**config.mk**
```make
export PLATFORM = sky130hd
export DESIGN_NAME = conv2d_stream_flat
export DESIGN_NICKNAME = d
export VERILOG_FILES = /design/src/rtl/conv2d_stream_pkg.sv /design/src/rtl/conv2d_stream_if.sv /design/src/rtl/conv2d_stream_linebuf.sv /design/src/rtl/conv2d_stream.sv /design/src/flat_wrapper.sv
export SDC_FILE = /design/constraint.sdc
export NUM_CORES = 2
export LEC_CHECK = 0
export BUFFER_PORTS_ARGS = -buffer_cell sky130_fd_sc_hd__clkbuf_2
export CAP_MARGIN = 30
export CORE_ASPECT_RATIO = 0.9
export CORE_MARGIN = 5
export CORE_UTILIZATION = 35
export DETAILED_ROUTE_END_ITERATION = 10
export PLACE_DENSITY = 0.58
export SLEW_MARGIN = 20
export SYNTH_ARGS = -nofsm -noshare
export SYNTH_HDL_FRONTEND = slang
export SYNTH_SLANG_ARGS = --single-unit
```
**constraint.sdc**
```tcl
create_clock -name clk -period 20.4 [get_ports clk]
set_clock_uncertainty 0.15 [all_clocks]
set_input_delay 4.08 -clock clk [delete_from_list [all_inputs] [get_ports clk]]
set_output_delay 4.08 -clock clk [all_outputs]
set_load 0.02 [all_outputs]
```
**src/rtl/conv2d_stream_pkg.sv**
```systemverilog
// Shared types and width helpers for the conv2d_stream block.
package conv2d_stream_pkg;

    typedef enum logic {
        IDLE   = 1'b0,
        ACTIVE = 1'b1
    } state_t;

    function automatic int clog2(input int n);
        int r;
        int v;
        r = 0;
        v = 1;
        while (v < n) begin
            v = v * 2;
            r++;
        end
        return r;
    endfunction

    // Address width that never collapses to zero bits.
    function automatic int addr_width(input int n);
        return (clog2(n) < 1) ? 1 : clog2(n);
    endfunction

    function automatic int acc_width(input int dw, input int cw, input int k);
        return dw + cw + 1 + clog2(k * k);
    endfunction

endpackage

```
**src/rtl/conv2d_stream_if.sv**
```systemverilog
// Pixel-in, result-out and coefficient-write bundle for conv2d_stream.
interface conv2d_stream_if #(
    parameter int KSIZE      = 3,
    parameter int DATA_WIDTH = 8,
    parameter int COEF_WIDTH = 8
) ();
    import conv2d_stream_pkg::*;

    localparam int COEF_AW = addr_width(KSIZE * KSIZE);
    localparam int ACC_W   = acc_width(DATA_WIDTH, COEF_WIDTH, KSIZE);

    logic                         in_valid;
    logic                         in_ready;
    logic [DATA_WIDTH-1:0]        in_data;
    logic                         in_sof;
    logic                         coef_we;
    logic [COEF_AW-1:0]           coef_addr;
    logic signed [COEF_WIDTH-1:0] coef_data;
    logic                         out_valid;
    logic                         out_ready;
    logic signed [ACC_W-1:0]      out_data;
    logic                         frame_done;

    modport master (
        output in_valid, in_data, in_sof, coef_we, coef_addr, coef_data, out_ready,
        input  in_ready, out_valid, out_data, frame_done
    );

    modport slave (
        input  in_valid, in_data, in_sof, coef_we, coef_addr, coef_data, out_ready,
        output in_ready, out_valid, out_data, frame_done
    );

endinterface

```
**src/rtl/conv2d_stream_linebuf.sv**
```systemverilog
// One image line of pixel storage; read and written at the same column per accepted pixel.
module conv2d_linebuf #(
    parameter int DEPTH = 8,
    parameter int WIDTH = 8,
    parameter int AW    = 3
) (
    input  logic             clk,
    input  logic             wr_en,
    input  logic [AW-1:0]    addr,
    input  logic [WIDTH-1:0] wr_data,
    output logic [WIDTH-1:0] rd_data
);
    logic [WIDTH-1:0] mem [DEPTH];

    // Read returns the pixel from one line earlier before this cycle's write replaces it.
    assign rd_data = mem[addr];

    always_ff @(posedge clk) begin
        if (wr_en) begin
            mem[addr] <= wr_data;
        end
    end

endmodule

```
**src/rtl/conv2d_stream.sv**
```systemverilog
// Streaming KSIZE x KSIZE 2D convolution over a row-major pixel stream.
// Optional build macro CONV2D_RELU_EN clamps negative results to zero.
module conv2d_stream #(
    parameter int NUM_COL    = 8,
    parameter int NUM_ROW    = 6,
    parameter int KSIZE      = 3,
    parameter int DATA_WIDTH = 8,
    parameter int COEF_WIDTH = 8
) (
    input  logic           clk,
    input  logic           reset,
    conv2d_stream_if.slave bus
);
    import conv2d_stream_pkg::*;

    localparam int NTAP  = KSIZE * KSIZE;
    localparam int ACC_W = acc_width(DATA_WIDTH, COEF_WIDTH, KSIZE);
    localparam int COL_W = addr_width(NUM_COL);
    localparam int ROW_W = addr_width(NUM_ROW);

    state_t                       state;
    logic [COL_W-1:0]             col;
    logic [ROW_W-1:0]             row;
    logic [COL_W-1:0]             eff_col;
    logic [ROW_W-1:0]             eff_row;
    logic [DATA_WIDTH-1:0]        win      [KSIZE][KSIZE];
    logic [DATA_WIDTH-1:0]        next_win [KSIZE][KSIZE];
    logic [DATA_WIDTH-1:0]        col_vec  [KSIZE];
    logic [DATA_WIDTH-1:0]        lb_rd    [KSIZE-1];
    logic signed [COEF_WIDTH-1:0] coef     [NTAP];
    logic signed [ACC_W-1:0]      acc;
    logic signed [ACC_W-1:0]      pix_ext;
    logic signed [ACC_W-1:0]      coef_ext;
    logic signed [ACC_W-1:0]      result;
    logic signed [ACC_W-1:0]      out_data_q;
    logic                         out_valid_q;
    logic                         out_last;
    logic                         accept;
    logic                         proc;
    logic                         produce;
    logic                         last_pix;

    assign bus.in_ready   = !out_valid_q || bus.out_ready;
    assign accept         = bus.in_valid && bus.in_ready;
    // A start-of-frame pixel is always processed as (0,0), whatever the counters say.
    assign proc           = accept && (state == ACTIVE || bus.in_sof);
    assign eff_col        = bus.in_sof ? '0 : col;
    assign eff_row        = bus.in_sof ? '0 : row;
    assign last_pix       = (eff_row == ROW_W'(NUM_ROW - 1)) && (eff_col == COL_W'(NUM_COL - 1));
    assign produce        = proc && (eff_row >= ROW_W'(KSIZE - 1)) && (eff_col >= COL_W'(KSIZE - 1));

    assign bus.out_valid  = out_valid_q;
    assign bus.out_data   = out_data_q;
    assign bus.frame_done = out_valid_q && bus.out_ready && out_last;

    genvar m;
    generate
        for (m = 0; m < KSIZE - 1; m++) begin : g_lb
            logic [DATA_WIDTH-1:0] wr_data;
            if (m == 0) begin : g_first
                assign wr_data = bus.in_data;
            end else begin : g_chain
                assign wr_data = lb_rd[m-1];
            end
            conv2d_linebuf #(
                .DEPTH (NUM_COL),
                .WIDTH (DATA_WIDTH),
                .AW    (COL_W)
            ) u_linebuf (
                .clk     (clk),
                .wr_en   (proc),
                .addr    (eff_col),
                .wr_data (wr_data),
                .rd_data (lb_rd[m])
            );
        end
    endgenerate

    // Incoming column: the newest pixel at the bottom, older lines stacked above it.
    always_comb begin
        for (int i = 0; i < KSIZE; i++) begin
            col_vec[i] = '0;
        end
        col_vec[KSIZE-1] = bus.in_data;
        for (int k = 0; k < KSIZE - 1; k++) begin
            col_vec[KSIZE-2-k] = lb_rd[k];
        end
    end

    always_comb begin
        for (int i = 0; i < KSIZE; i++) begin
            for (int j = 0; j < KSIZE - 1; j++) begin
                next_win[i][j] = bus.in_sof ? '0 : win[i][j+1];
            end
            next_win[i][KSIZE-1] = col_vec[i];
        end
    end

    always_comb begin
        acc      = '0;
        pix_ext  = '0;
        coef_ext = '0;
        for (int i = 0; i < KSIZE; i++) begin
            for (int j = 0; j < KSIZE; j++) begin
                pix_ext  = ACC_W'(next_win[i][j]);
                coef_ext = ACC_W'(coef[i*KSIZE+j]);
                acc      = acc + pix_ext * coef_ext;
            end
        end
    end

`ifdef CONV2D_RELU_EN
    assign result = acc[ACC_W-1] ? '0 : acc;
`else
    assign result = acc;
`endif

    always_ff @(posedge clk or negedge reset) begin
        if (!reset) begin
            state       <= IDLE;
            col         <= '0;
            row         <= '0;
            out_valid_q <= 1'b0;
            out_data_q  <= '0;
            out_last    <= 1'b0;
            for (int i = 0; i < KSIZE; i++) begin
                for (int j = 0; j < KSIZE; j++) begin
                    win[i][j] <= '0;
                end
            end
        end else begin
            if (proc) begin
                win <= next_win;
                if (last_pix) begin
                    state <= IDLE;
                    col   <= '0;
                    row   <= '0;
                end else begin
                    state <= ACTIVE;
                    if (eff_col == COL_W'(NUM_COL - 1)) begin
                        col <= '0;
                        row <= eff_row + ROW_W'(1);
                    end else begin
                        col <= eff_col + COL_W'(1);
                        row <= eff_row;
                    end
                end
            end
            // Acceptance implies the output slot is free, so a new result never overwrites one.
            if (produce) begin
                out_valid_q <= 1'b1;
                out_data_q  <= result;
                out_last    <= last_pix;
            end else if (bus.out_ready) begin
                out_valid_q <= 1'b0;
            end
        end
    end

    always_ff @(posedge clk or negedge reset) begin
        if (!reset) begin
            for (int k = 0; k < NTAP; k++) begin
                coef[k] <= '0;
            end
        end else if (bus.coef_we && state == IDLE && int'(bus.coef_addr) < NTAP) begin
            coef[bus.coef_addr] <= bus.coef_data;
        end
    end

endmodule

```
**src/flat_wrapper.sv**
```systemverilog
// flat-port wrapper written by rule: the top's interface ports become plain ports
module conv2d_stream_flat import conv2d_stream_pkg::*;
#(
    parameter int NUM_COL    = 8,
    parameter int NUM_ROW    = 6,
    parameter int KSIZE      = 3,
    parameter int DATA_WIDTH = 8,
    parameter int COEF_WIDTH = 8
)
  (clk, reset, bus_in_valid, bus_in_data, bus_in_sof, bus_coef_we, bus_coef_addr, bus_coef_data, bus_out_ready, bus_in_ready, bus_out_valid, bus_out_data, bus_frame_done);
  conv2d_stream_if #(.KSIZE(KSIZE), .DATA_WIDTH(DATA_WIDTH), .COEF_WIDTH(COEF_WIDTH)) bus_i ();
  input  logic clk;
  input  logic reset;
  input wire logic [$bits(bus_i.in_valid)-1:0] bus_in_valid;
  input wire logic [$bits(bus_i.in_data)-1:0] bus_in_data;
  input wire logic [$bits(bus_i.in_sof)-1:0] bus_in_sof;
  input wire logic [$bits(bus_i.coef_we)-1:0] bus_coef_we;
  input wire logic [$bits(bus_i.coef_addr)-1:0] bus_coef_addr;
  input wire logic [$bits(bus_i.coef_data)-1:0] bus_coef_data;
  input wire logic [$bits(bus_i.out_ready)-1:0] bus_out_ready;
  output wire logic [$bits(bus_i.in_ready)-1:0] bus_in_ready;
  output wire logic [$bits(bus_i.out_valid)-1:0] bus_out_valid;
  output wire logic [$bits(bus_i.out_data)-1:0] bus_out_data;
  output wire logic [$bits(bus_i.frame_done)-1:0] bus_frame_done;
  assign bus_i.in_valid = bus_in_valid;
  assign bus_i.in_data = bus_in_data;
  assign bus_i.in_sof = bus_in_sof;
  assign bus_i.coef_we = bus_coef_we;
  assign bus_i.coef_addr = bus_coef_addr;
  assign bus_i.coef_data = bus_coef_data;
  assign bus_i.out_ready = bus_out_ready;
  assign bus_in_ready = bus_i.in_ready;
  assign bus_out_valid = bus_i.out_valid;
  assign bus_out_data = bus_i.out_data;
  assign bus_frame_done = bus_i.frame_done;
  conv2d_stream #(.NUM_COL(NUM_COL), .NUM_ROW(NUM_ROW), .KSIZE(KSIZE), .DATA_WIDTH(DATA_WIDTH), .COEF_WIDTH(COEF_WIDTH)) u_core (.clk(clk), .reset(reset), .bus(bus_i));
endmodule
```
======== After elaboration in Yosys (flattened, before gate mapping) ========
Memory sizes are Yosys's and may differ from the RTL's.
Cells that the tools add are included.
W data, S select, Z words.
word-level totals
  register bits after elaboration ......... 150
  bits in writable memories ............... 128
  input bits .............................. 26
  memories ................................ 2
operators by class
  add/subtract/negate cells ............... 10
  $mul .................................... 9
  $lt $le $gt $ge ......................... 5
  eq/ne operators ......................... 2
  multiplexer cells ....................... 20
  bitwise logic cells ..................... 2
  reductions and logical operators ........ 14
memories
  name                          words  width  rd ports  clocked after memory_dff  wr ports  line                         source
  u_core.g_lb[0].u_linebuf.mem  8      8      1         0                         1         conv2d_stream_linebuf.sv:13  logic [WIDTH-1:0] mem [DEPTH];
  u_core.g_lb[1].u_linebuf.mem  8      8      1         0                         1         conv2d_stream_linebuf.sv:13
operators with widths
  operator               number
  $add A21 B21 Y21       8
  $mul A9 B8 Y17         9
  $bwmux W72             1
  $mux W8                7
  $demux W8 S4           1
  $mux W3                6
  $logic_and A1 B1 Y1    10
  $add A3 B1 Y3 const B  2
  $eq A3 B3 Y1 const B   2
  $ge A3 B2 Y1 const B   2
  $ge A5 B5 Y1 const B   1
  $lt A5 B1 Y1 const B   1
  $mux W1                5
  $not A4 Y5             1
  $lt A4 B4 Y1 const B   1
  $logic_or A1 B1 Y1     2
  $reduce_bool A2 Y1     1
  $logic_not A1 Y1       1
  $not A1 Y1             1

======== Logic depth before layout (Yosys ltp) ========
  depth after elaboration ................. 10
  depth in mapped cells ................... 39

======== By module ========
A second synthesis with hierarchy kept.
second synthesis, totals
  cells, all modules ...................... 3103
  area, all modules ....................... 33115.5 µm²
by module, submodules not included
  module          instances  cells each  area an instance (µm²)  sequential area each (µm²)
  conv2d_stream   1          2861        28005.6                 3753.6
  conv2d_linebuf  2          121         2555.0                  1921.8

======== Worst setup path after synthesis ========
Ideal clock, no wire load.
  path kind ............................... input-to-reg
  start point ............................. input bus_in_sof
  end point ............................... register u_core.out_data_q[18] (netlist: u_core.bus.out_data[18])
  setup time .............................. 0.136 ns
  data arrival time ....................... 12.287 ns
  data required time ...................... 20.114 ns
  setup slack ............................. 7.827 ns
  stages on the path ...................... 34
  cell sequence ........................... nand2b_1 > buf_2 > inv_1 > and2_0 > and3_1 > a211oi_2 > nand2_1 > fa_1 > fa_1 > inv_1 > fa_1 > inv_1 > fa_1 > inv_1 > ha_1 > o21ai_0 > nand2b_1 > a31oi_1 > nor2_1 > a221o_1 > xnor2_1 > fa_1 > inv_1 > fa_1 > fa_1 > inv_1 > fa_1 > inv_1 > ha_1 > or2_2 > o311a_1 > a221oi_1 > xor2_1 > o21ai_0
RTL lines
  what                  line                  source
  start, declared       flat_wrapper.sv:16    input wire logic [$bits(bus_i.in_sof)-1:0] bus_in_sof;
  end signal, assigned  conv2d_stream.sv:152  out_data_q <= result;
  end, declared         conv2d_stream.sv:35   logic signed [ACC_W-1:0] out_data_q;

======== Worst setup path after layout ========
  start point ............................. input bus_in_sof
  end point ............................... register u_core.out_data_q[20] (netlist: u_core.bus.out_data[20])
between the ends
  cells in the longest elaborated chain, start to end .. 10
  elaborated cells between the ends (all ways) .. 32
  those cells by class .................... 8 x add/sub; 8 x mul; 2 x order compare; 8 x mux; 4 x reduce/logical; 2 x memory
ends and longest elaborated chain
  what                                                line                                      source
  $mux W8 or $mux W3 (tied branches)                  conv2d_stream.sv:93, conv2d_stream.sv:47
  $mul A9 B8 Y17 or $mem_v2 Z8 W8 (tied branches)     -
  $add A21 B21 Y21 or $mul A9 B8 Y17 (tied branches)  conv2d_stream.sv:107                      acc = acc + pix_ext * coef_ext;
  $add A21 B21 Y21 (7 in a row)                       conv2d_stream.sv:107
Parallel ways exist; a longest one is shown, timed or not.
A chain may end at the register's enable or synchronous reset.

==> impl_results.md <==
* Most used routing layer: met2
* Die width at 341 µm
* Required time of the critical path at roughly 21 ns
* Critical Path Source Type: input port
* Status: finished, final reports clean
* Top post-synthesis cells by area: fa_1 (26%), ha_1 (15%), edfxtp_1 (11%), dfrtp_1 (11%), inv_1 (7.4%)
* Most frequent cells in the layout: inv_1 (681), fa_1 (455), ha_1 (414)
* Finished Cell Area at roughly 37000 µm²
* Root Driver: clkbuf_16
* Max_slew headroom at 42.5%
* Final-report hold violation count at 0
* Final #Nets at 4394
* Row count at 109
* CP bufs+invs at 9
* DP HPWL at a little over 70 mm
* RSZ-0062 raised after global routing: no
* Hold Path Class: reg2reg
* Post-synthesis cell type count at between 70 and 80
* CTS Buf Count at 36
* Most common cell after layout, fill and taps aside: inv_1
* Total GRT Usage at around 18%
* CP Capture Type: flop
* Post-synthesis async set-or-reset flop share at between 50% and 60%
* Initial DRC Count at about 1500
* Synthesized instance count at roughly 3500
* Antenna-violating nets left at 0
* Avg Inst Size Synth at roughly 10 µm²
* Synthesis warning total at 0
* Met1 Track Usage GR at between 20% and 30%
* Critical path peak fanout at 57
* WP data arrival at roughly 14 ns
* Min cycle time layout at 14.01 ns
* Boundary pin count at 50
* Max-slew violations at 0
* Delay-heaviest family, CP: adder cells
* Post-synth top area share at approximately a quarter
* Top_reg_cell synth: dfrtp_1
* Die area at between 100000 and 150000 µm²
* Core ar. at 97900 µm²
* Crit path max-delay cell type: fa_1
* # Post-CTS Setup Buffers at 0
* Synth Net Count at 4348
* Number of hold buffers added after CTS at 0
* Routability Congestion at approximately 0.9
* Vias in the first global route at between 20000 and 25000
* Routed vias at approximately 24000
* Maximum buffer depth of the clock tree at 3
* Area growth syn-to-layout at 8.84%
* Area leader, netlist: fa_1
* Wire per inst at about 19 µm
* Drt pass-1 iters at 5
* Routed vias/inst at about 4.9
* Setup TNS at 0 ns
* Detailed-route DRC error count at 0
* Clk slew on worst S/H paths at approximately 0.06 ns
* Initial antenna violation count at 9
* Worst-Margin Slew at approximately 0.84 ns
* Cell Area, Synth at 34400 µm²
* WS Path Type: in2reg
* Remaining global-route overflow at 0
* Largest stage delay, worst path at 0.64 ns
* GR Layer Usage met3 at under 10%
* Share of cells above drive strength 1 at under 10%
* Register area share after synthesis at 22.1%
* Final setup viols at 0
* Largest net degree at the start of global routing at 58
* Most common cell on crit path: fa_1
* Post-synth EDFFs at 128
* Port buffer count at 49
* WL final at slightly above 90 mm
* Clk sinks at approximately 280
* Die Ht at a little over 300 µm
* Fin crit share at 68.7%
* Synthesis-stage register bit count at ~280
* Layout fillers at between 9000 and 10000
* Fmax at between 70 and 80 MHz
* H-tree depth at 2
* Initial Util at a little over a third
* Max_cap viols at 0
* Post-DP Area at 36200 µm²
* First-pass GRT wire length at approximately 140 mm
* CTS tree: done
* Post-CTS sizing at 0
* Grt met2 use at 27.7%
* Worst skew pair latency at slightly below 0.6 ns
Yosys cell counts, types with 38 or more instances:
library cell and instances:
and2_1 289, nor2_1 92, xor2_1 38, inv_1 681, mux2_2 84, nor2b_1 99
ha_1 414, clkbuf_1 39, nand2_1 366, edfxtp_1 128, xnor2_1 86, o21ai_0 90
dfrtp_1 150, a21oi_1 91, fa_1 455
registers in the layout (all words and copies together) (netlist names):
| name | cells |
|---|---|
| u_core.g_lb.u_linebuf.mem | 128 |
| u_core.coef | 72 |
| u_core.win | 48 |
| u_core.bus.out_data | 21 |
| u_core.col | 3 |
| u_core.row | 3 |
| u_core.bus.out_valid | 1 |
| u_core.out_last | 1 |
| u_core.state | 1 |
tightest hold or removal path, stage by stage, from the launching register on:
cell and delay, ns:
dfrtp_1 0.33, nand2_1 0.05, nand2_1 0.05
logic make-up (layout without fill, tap and decap cells):
kind of cell	count (synthesis)	in the layout	share of synthesized area, %
muxes	128	128	4.62
adders and majority gates	869	869	41.5
buffers and inverters	758	831	8.37
and+or+nand+nor	961	961	14.0
other	0	1	0
AOI/OAI and AO/OA	335	335	6.24
xor gates and xnor gates	124	124	3.15
DFF	278	278	22.1
per-stage QoR:
stage	utilization, %	setup WS [ns]	hold slack, ns	instances
final	38.3	6.39	0.317	4803
after global routing	38.3	5.73	0.341	4802
after floorplan	-	7.83	0.288	3453
after CTS	38.3	6.44	0.321	4801
after detailed placement	37.0	5.88	0.306	4736
after global placement	37.0	6.05	0.300	4736
layout make-up:
class | count | area (µm²) | share of cell area (%)
Timing Repair Buffer | 78 | 474 | 1.27
Multi-Input combinational cell | 2417 | 24000 | 64.0
Inverter | 688 | 2580 | 6.90
Tap cell | 1276 | 1600 | 4.26
Clock inverter | 21 | 277 | 0.738
Sequential cell | 278 | 7600 | 20.3
Clock buffer | 44 | 951 | 2.54
Antenna cell | 1 | 2.50 | 0.00668
per-layer routing:
| metal | share of wire, % | wire length (µm) | vias up |
|---|---|---|---|
| met3 | 6.6 | 6110 | 81 |
| met1 | 47 | 43200 | 12111 |
| met2 | 45 | 41100 | 530 |
| met4 | 1.7 | 1570 | 2 |
| li1 | - | - | 11047 |
| met5 | 0.0076 | 7 | - |
worst paths after layout:
path	startpoint	slack [ns]	endpoint	cells past startpoint
min in group asynchronous	reset	3.28	u_core.win[14]	1
setup / recovery	bus_in_sof	6.39	u_core.bus.out_data[20]	36
max in group asynchronous	reset	14.87	u_core.state	3
hold reg to reg	u_core.win[3]	0.32	u_core.win[3]	2
setup reg to reg	u_core.col[2]	9.83	u_core.bus.out_data[17]	32
hold / removal	u_core.win[3]	0.32	u_core.win[3]	2
Power is left out: the tool's default activity adds up to more than one toggle a clock period on the data nets, which glitch-free logic cannot reach.
